## src/rtl/calc_pkg.sv

```systemverilog
// Shared calculator constants: display selector codes and the default data width.
package calc_pkg;

    localparam int DEFAULT_WIDTH = 16;

    // Selector codes driven by the control FSM onto display_selector.SEL.
    localparam int SEL_BLANK = 0;
    localparam int SEL_OP_A  = 1;
    localparam int SEL_OP_B  = 2;
    localparam int SEL_RES   = 3;

endpackage

```

## src/rtl/blink_timer.sv

```systemverilog
// Blink phase generator: BLINK_DIV visible cycles, then BLINK_DIV hidden cycles, repeating.
module blink_timer #(
    parameter int BLINK_DIV = 25_000_000
) (
    input  logic CLK,
    input  logic RESET,
    input  logic RESTART,
    input  logic EN,
    output logic PHASE_HIDDEN
);

    localparam int CNT_W = (BLINK_DIV > 1) ? $clog2(BLINK_DIV) : 1;
    localparam logic [CNT_W-1:0] CNT_LAST = CNT_W'(BLINK_DIV - 1);

    logic [CNT_W-1:0] r_cnt;
    logic             r_phase;
    logic [CNT_W-1:0] w_cnt_cur;
    logic             w_phase_cur;
    logic             w_wrap;

    // A restart acts on the current cycle, so that cycle is already the first visible one.
    always_comb begin
        w_cnt_cur   = RESTART ? '0 : r_cnt;
        w_phase_cur = RESTART ? 1'b0 : r_phase;
        w_wrap      = (w_cnt_cur == CNT_LAST);
    end

    // NOTE: state registers use non-blocking assignments so every flop samples pre-edge values.
    always_ff @(posedge CLK) begin
        if (RESET || !EN) begin
            r_cnt   <= '0;
            r_phase <= 1'b0;
        end else if (w_wrap) begin
            r_cnt   <= '0;
            r_phase <= ~w_phase_cur;
        end else begin
            r_cnt   <= w_cnt_cur + CNT_W'(1);
            r_phase <= w_phase_cur;
        end
    end

    assign PHASE_HIDDEN = EN & w_phase_cur;

endmodule

```

## src/rtl/display_selector.sv

```systemverilog
// Registered display-source mux for the 7-segment driver with blanking, blink,
// sticky error, hold and a change strobe.
module display_selector
    import calc_pkg::*;
#(
    parameter  int WIDTH     = DEFAULT_WIDTH,
    parameter  int N_SRC     = 3,
    parameter  int BLINK_DIV = 25_000_000,
    localparam int SEL_W     = $clog2(N_SRC + 1)
) (
    input  logic                        CLK,
    input  logic                        RESET,
    input  logic [SEL_W-1:0]            SEL,
    input  logic [N_SRC-1:0][WIDTH-1:0] SRC,
    input  logic                        BLINK_EN,
    input  logic                        HOLD,
    input  logic                        ERR,
    output logic [WIDTH-1:0]            SALIDA,
    output logic                        BLANK,
    output logic                        ERR_FLAG,
    output logic                        UPDATE
);

    localparam logic [SEL_W-1:0] SEL_MAX = SEL_W'(N_SRC);

    logic [WIDTH-1:0] r_salida;
    logic             r_blank;
    logic             r_err_flag;
    logic             r_changed;
    logic             r_update;
    logic [SEL_W-1:0] r_sel_prev;

    logic [SEL_W-1:0] w_sel_eff;
    logic [WIDTH-1:0] w_src_pick;
    logic             w_err_next;
    logic [WIDTH-1:0] w_salida_next;
    logic             w_blank_next;
    logic             w_restart;
    logic             w_phase_hidden;

    assign w_restart = (SEL != r_sel_prev);

    blink_timer #(
        .BLINK_DIV(BLINK_DIV)
    ) u_blink_timer (
        .CLK          (CLK),
        .RESET        (RESET),
        .RESTART      (w_restart),
        .EN           (BLINK_EN),
        .PHASE_HIDDEN (w_phase_hidden)
    );

    // NOTE: every combinational output gets a default first so no latch is inferred.
    always_comb begin
        w_sel_eff  = (SEL <= SEL_MAX) ? SEL : SEL_W'(SEL_BLANK);
        w_src_pick = '0;
        for (int k = 0; k < N_SRC; k++) begin
            if (w_sel_eff == SEL_W'(k + 1)) w_src_pick = SRC[k];
        end

        // An error pulse wins over a simultaneous blank-select clear.
        w_err_next    = ERR | (r_err_flag & (w_sel_eff != SEL_W'(SEL_BLANK)));
        w_salida_next = (HOLD || w_err_next) ? r_salida : w_src_pick;
        w_blank_next  = !w_err_next &&
                        ((w_sel_eff == SEL_W'(SEL_BLANK)) || (BLINK_EN && w_phase_hidden));
    end

    always_ff @(posedge CLK) begin
        if (RESET) begin
            r_salida   <= '0;
            r_blank    <= 1'b1;
            r_err_flag <= 1'b0;
            r_changed  <= 1'b0;
            r_update   <= 1'b0;
            r_sel_prev <= '0;
        end else begin
            r_salida   <= w_salida_next;
            r_blank    <= w_blank_next;
            r_err_flag <= w_err_next;
            r_changed  <= (w_salida_next != r_salida);
            r_update   <= r_changed;
            r_sel_prev <= SEL;
        end
    end

    assign SALIDA   = r_salida;
    assign BLANK    = r_blank;
    assign ERR_FLAG = r_err_flag;
    assign UPDATE   = r_update;

endmodule

```

## config.mk

```make
export PLATFORM = sky130hd
export DESIGN_NAME = display_selector
export DESIGN_NICKNAME = d
export VERILOG_FILES = /design/src/rtl/calc_pkg.sv /design/src/rtl/blink_timer.sv /design/src/rtl/display_selector.sv
export SDC_FILE = /design/constraint.sdc
export NUM_CORES = 1
export LEC_CHECK = 0
export CAP_MARGIN = 15
export CORE_ASPECT_RATIO = 0.7
export CORE_MARGIN = 5
export CORE_UTILIZATION = 30
export CTS_BUF_LIST = sky130_fd_sc_hd__clkbuf_16
export CTS_CLUSTER_DIAMETER = 120
export DETAILED_ROUTE_END_ITERATION = 8
export HOLD_SLACK_MARGIN = 0.08
export PLACE_DENSITY = 0.61
export SLEW_MARGIN = 20
export SYNTH_ARGS = -nofsm -noshare
export SYNTH_HDL_FRONTEND = slang
export SYNTH_SLANG_ARGS = --single-unit
```

## constraint.sdc

```tcl
create_clock -name CLK -period 6.3 [get_ports CLK]
set_input_delay 1.26 -clock CLK [delete_from_list [all_inputs] [get_ports CLK]]
set_output_delay 1.26 -clock CLK [all_outputs]
set_load 0.01 [all_outputs]
```

==> metrics.md <==
| Metric | Value |
|---|---|
| Vias in the first global route | 2523 |
| Fin crit period | 4.39 ns |
| Vias | 2666 |
| Post-Syn Nets | 393 |
| Clock transition at path regs | 0.07 ns |
| CP Launch Type | primary input |
| Outcome | complete, no violations |
| Top cell type's share of synthesized area | 35.1% |
| Ys Warns | 0 |
| Gate Count Post-Synth | 337 |
| Hold WS | 0.454 ns |
| Worst VDD drop | 106 uV |
| Slew @ Worst Pin | 1.02 ns |
| Main flop type after synthesis | dfxtp_1 |
| Final WL | 8010 um |
| Clk buf depth | 2 |
| Global-route wire length before repair | 13100 um |
| Synth Register Bits | 48 |
| Sink Count | 48 |
| Max-slew headroom | 31.2% |
| Leakage | 1.28 nW |
| Endpoint class of the critical path | flip-flop |
| Die Area | 11200 um^2 |
| Post-cts sizing count | 0 |
| Fin Setup TNS | 0 ns |
| Distinct cell type count after synthesis | 49 |
| Antenna violations before repair | 0 |
| TritonCTS Buffers | 5 |
| Final core utilization | 41.4% |
| Number of synthesized flops with an enable pin | 0 |
| Gr usage total | 14.5% |
| Hpwl dp | 6130 um |
| Buffers on Ports | 73 |
| Endpoints failing hold | 0 |
| Commonest non-fill, non-tap cell in the layout | clkdlybuf4s50_1 |
| Power Dens Cells | 207 nW/um^2 |
| Chip Height | 89.9 um |
| Congestion Overflow GR | 0 |
| CTS tree | done |
| CTS root buf | clkbuf_16 |
| Crit share post-route | 69.7% |
| Hold crit path type | flip-flop to flip-flop |
| Synth Area per Inst | 8.12 um^2 |
| Critical Path Fanout Max | 14 |
| Clock latency on the worst-skew pair | 0.29 ns |
| H-Tree Depth | 2 |
| Setup Crit Path Kind | primary input to flip-flop |
| Vias/cell | 5.06 |
| Largest net degree at the start of global routing | 33 |
| Initial Utilization | 30.4% |
| Drt first pass iters | 5 |
| Top cells by area, synth | dfxtp_1, nor2_1, xor2_1 |
| Diode count | 0 |
| Hold Buf Count CTS | 0 |
| Crit path required time | 6.46 ns |
| I/O pins | 74 |
| Max cap viols | 0 |
| Final instance area | 3730 um^2 |
| Post-CTS Repair Setup Buffers | 0 |
| Skew final | 0.00785 ns |
| Fraction of layout cells with a size suffix above 1 | 7.44% |
| Fmax | 0.228 GHz |
| Area delta synth->final | 36.2% |
| DRC | 0 |
| Cell taking the most area after synthesis | dfxtp_1 |
| DP Area | 3560 um^2 |
| GPL Wtd Cong | 0.831 |
| Core area | 9000 um^2 |
| Final Max Slew Viols | 0 |
| Routed length per placed instance | 15.2 um |
| Mapped Area | 2740 um^2 |
| Ys async rst share | 0% |
| Row count | 29 |
| Finish-stage setup viols | 0 |
| Detail Route Antenna Nets | 0 |
| RSZ-0062 raised after global routing | false |
| Commonest non-fill, non-tap cells in the layout | clkdlybuf4s50_1, nor2_1, dfxtp_1, nand2_1, nand3_1 |
| # nets final | 458 |
| Placed Cells | 519 |
| Post-synthesis sequential area ratio | 35.1% |
| Final Instance Count excl. Fillers | 527 |
| DR iter-0 viols | 164 |
| Worst EP arrival | 4.55 ns |
| Die W | 124 um |
power breakdown:
| part | total (mW) | internal, mW | switching, mW |
|---|---|---|---|
| logic | 0.144 | 0.0770 | 0.0673 |
| registers | 0.322 | 0.313 | 0.00956 |
| clock network | 0.307 | 0.187 | 0.120 |
per-layer routing:
metal	wire, um	vias up	track usage [%]
li1	-	1328	-
met3	525	10	3.01
met2	3370	84	20.3
met5	0	-	0
met1	4050	1244	22.7
met4	68	0	2.73
final timing paths:
check	depth (start not counted)	start	to	slack, ns
max	11	SEL[0]	u_blink_timer.r_cnt[13]$_SDFF_PP0_	1.91
min	1	r_changed$_SDFF_PP0_	UPDATE$_SDFF_PP0_	0.45
max reg2reg	10	r_sel_prev[0]$_SDFF_PP0_	u_blink_timer.r_cnt[13]$_SDFF_PP0_	3.08
min reg2reg	1	r_changed$_SDFF_PP0_	UPDATE$_SDFF_PP0_	0.45
registers in the layout, indices dropped and copies added (netlist names):
name                   count
u_blink_timer.r_cnt       25
SALIDA                    16
r_sel_prev                 2
BLANK                      1
ERR_FLAG                   1
UPDATE                     1
r_changed                  1
u_blink_timer.r_phase      1
cells in the mapped netlist, types with 2 or more instances:
cell,number
nor2_1,53
dfxtp_1,48
nand2_1,24
nand3_1,19
inv_1,17
xor2_1,17
a211oi_1,16
a22oi_1,13
mux2_2,13
clkbuf_1,11
a21oi_1,10
xnor2_1,9
and3_1,8
o21ai_0,7
a22o_1,5
and2_1,5
nand4_1,5
nor2b_1,5
buf_2,4
mux2i_1,4
nor4_1,4
nor3_1,3
o31ai_1,3
or3_1,3
a2111oi_0,2
a21boi_0,2
a31oi_1,2
buf_6,2
o22ai_1,2
xor2_2,2
worst max-delay path, cell delays in order:
cell,delay [ns]
clkdlybuf4s50_1,0.47
xor2_2,0.24
nor2_1,0.20
and2_1,0.22
ha_1,0.23
nand3_1,0.11
or4_1,0.47
nor4_2,0.35
or3_1,0.42
or3_1,0.48
nor2_1,0.10
layout make-up:
cell class                      instances  area, um^2
Fill cell                             921        5270
Multi-Input combinational cell        254        1630
Sequential cell                        48         961
Timing Repair Buffer                   76         753
Tap cell                              124         155
Clock buffer                            5         125
Inverter                               17        63.8
Clock inverter                          3        42.5
logic make-up (layout without fill, tap and decap cells):
family                   after synthesis  after routing  share of synthesized area [%]
XOR/XNOR                              28             28                           9.51
flip-flops                            48             48                           35.1
AND/OR/NAND/NOR                      137            137                           24.0
buffers and inverters                 35            101                           5.67
AO/OA/AOI/OAI                         71             71                           18.4
adder cells (fa/ha/maj)                1              1                          0.457
multiplexers                          17             17                           6.81
stage by stage:
| stage | worst slack (ns) | total power, mW |
|---|---|---|
| after floorplan | 2.40 | 0.401 |
| after global placement | 1.77 | 0.470 |
| after detailed placement | 1.61 | 0.472 |
| after CTS | 1.90 | 0.779 |
| after global routing | 1.61 | 0.806 |
| final | 1.91 | 0.773 |
No activity file was read; power rests on OpenSTA's default activity.
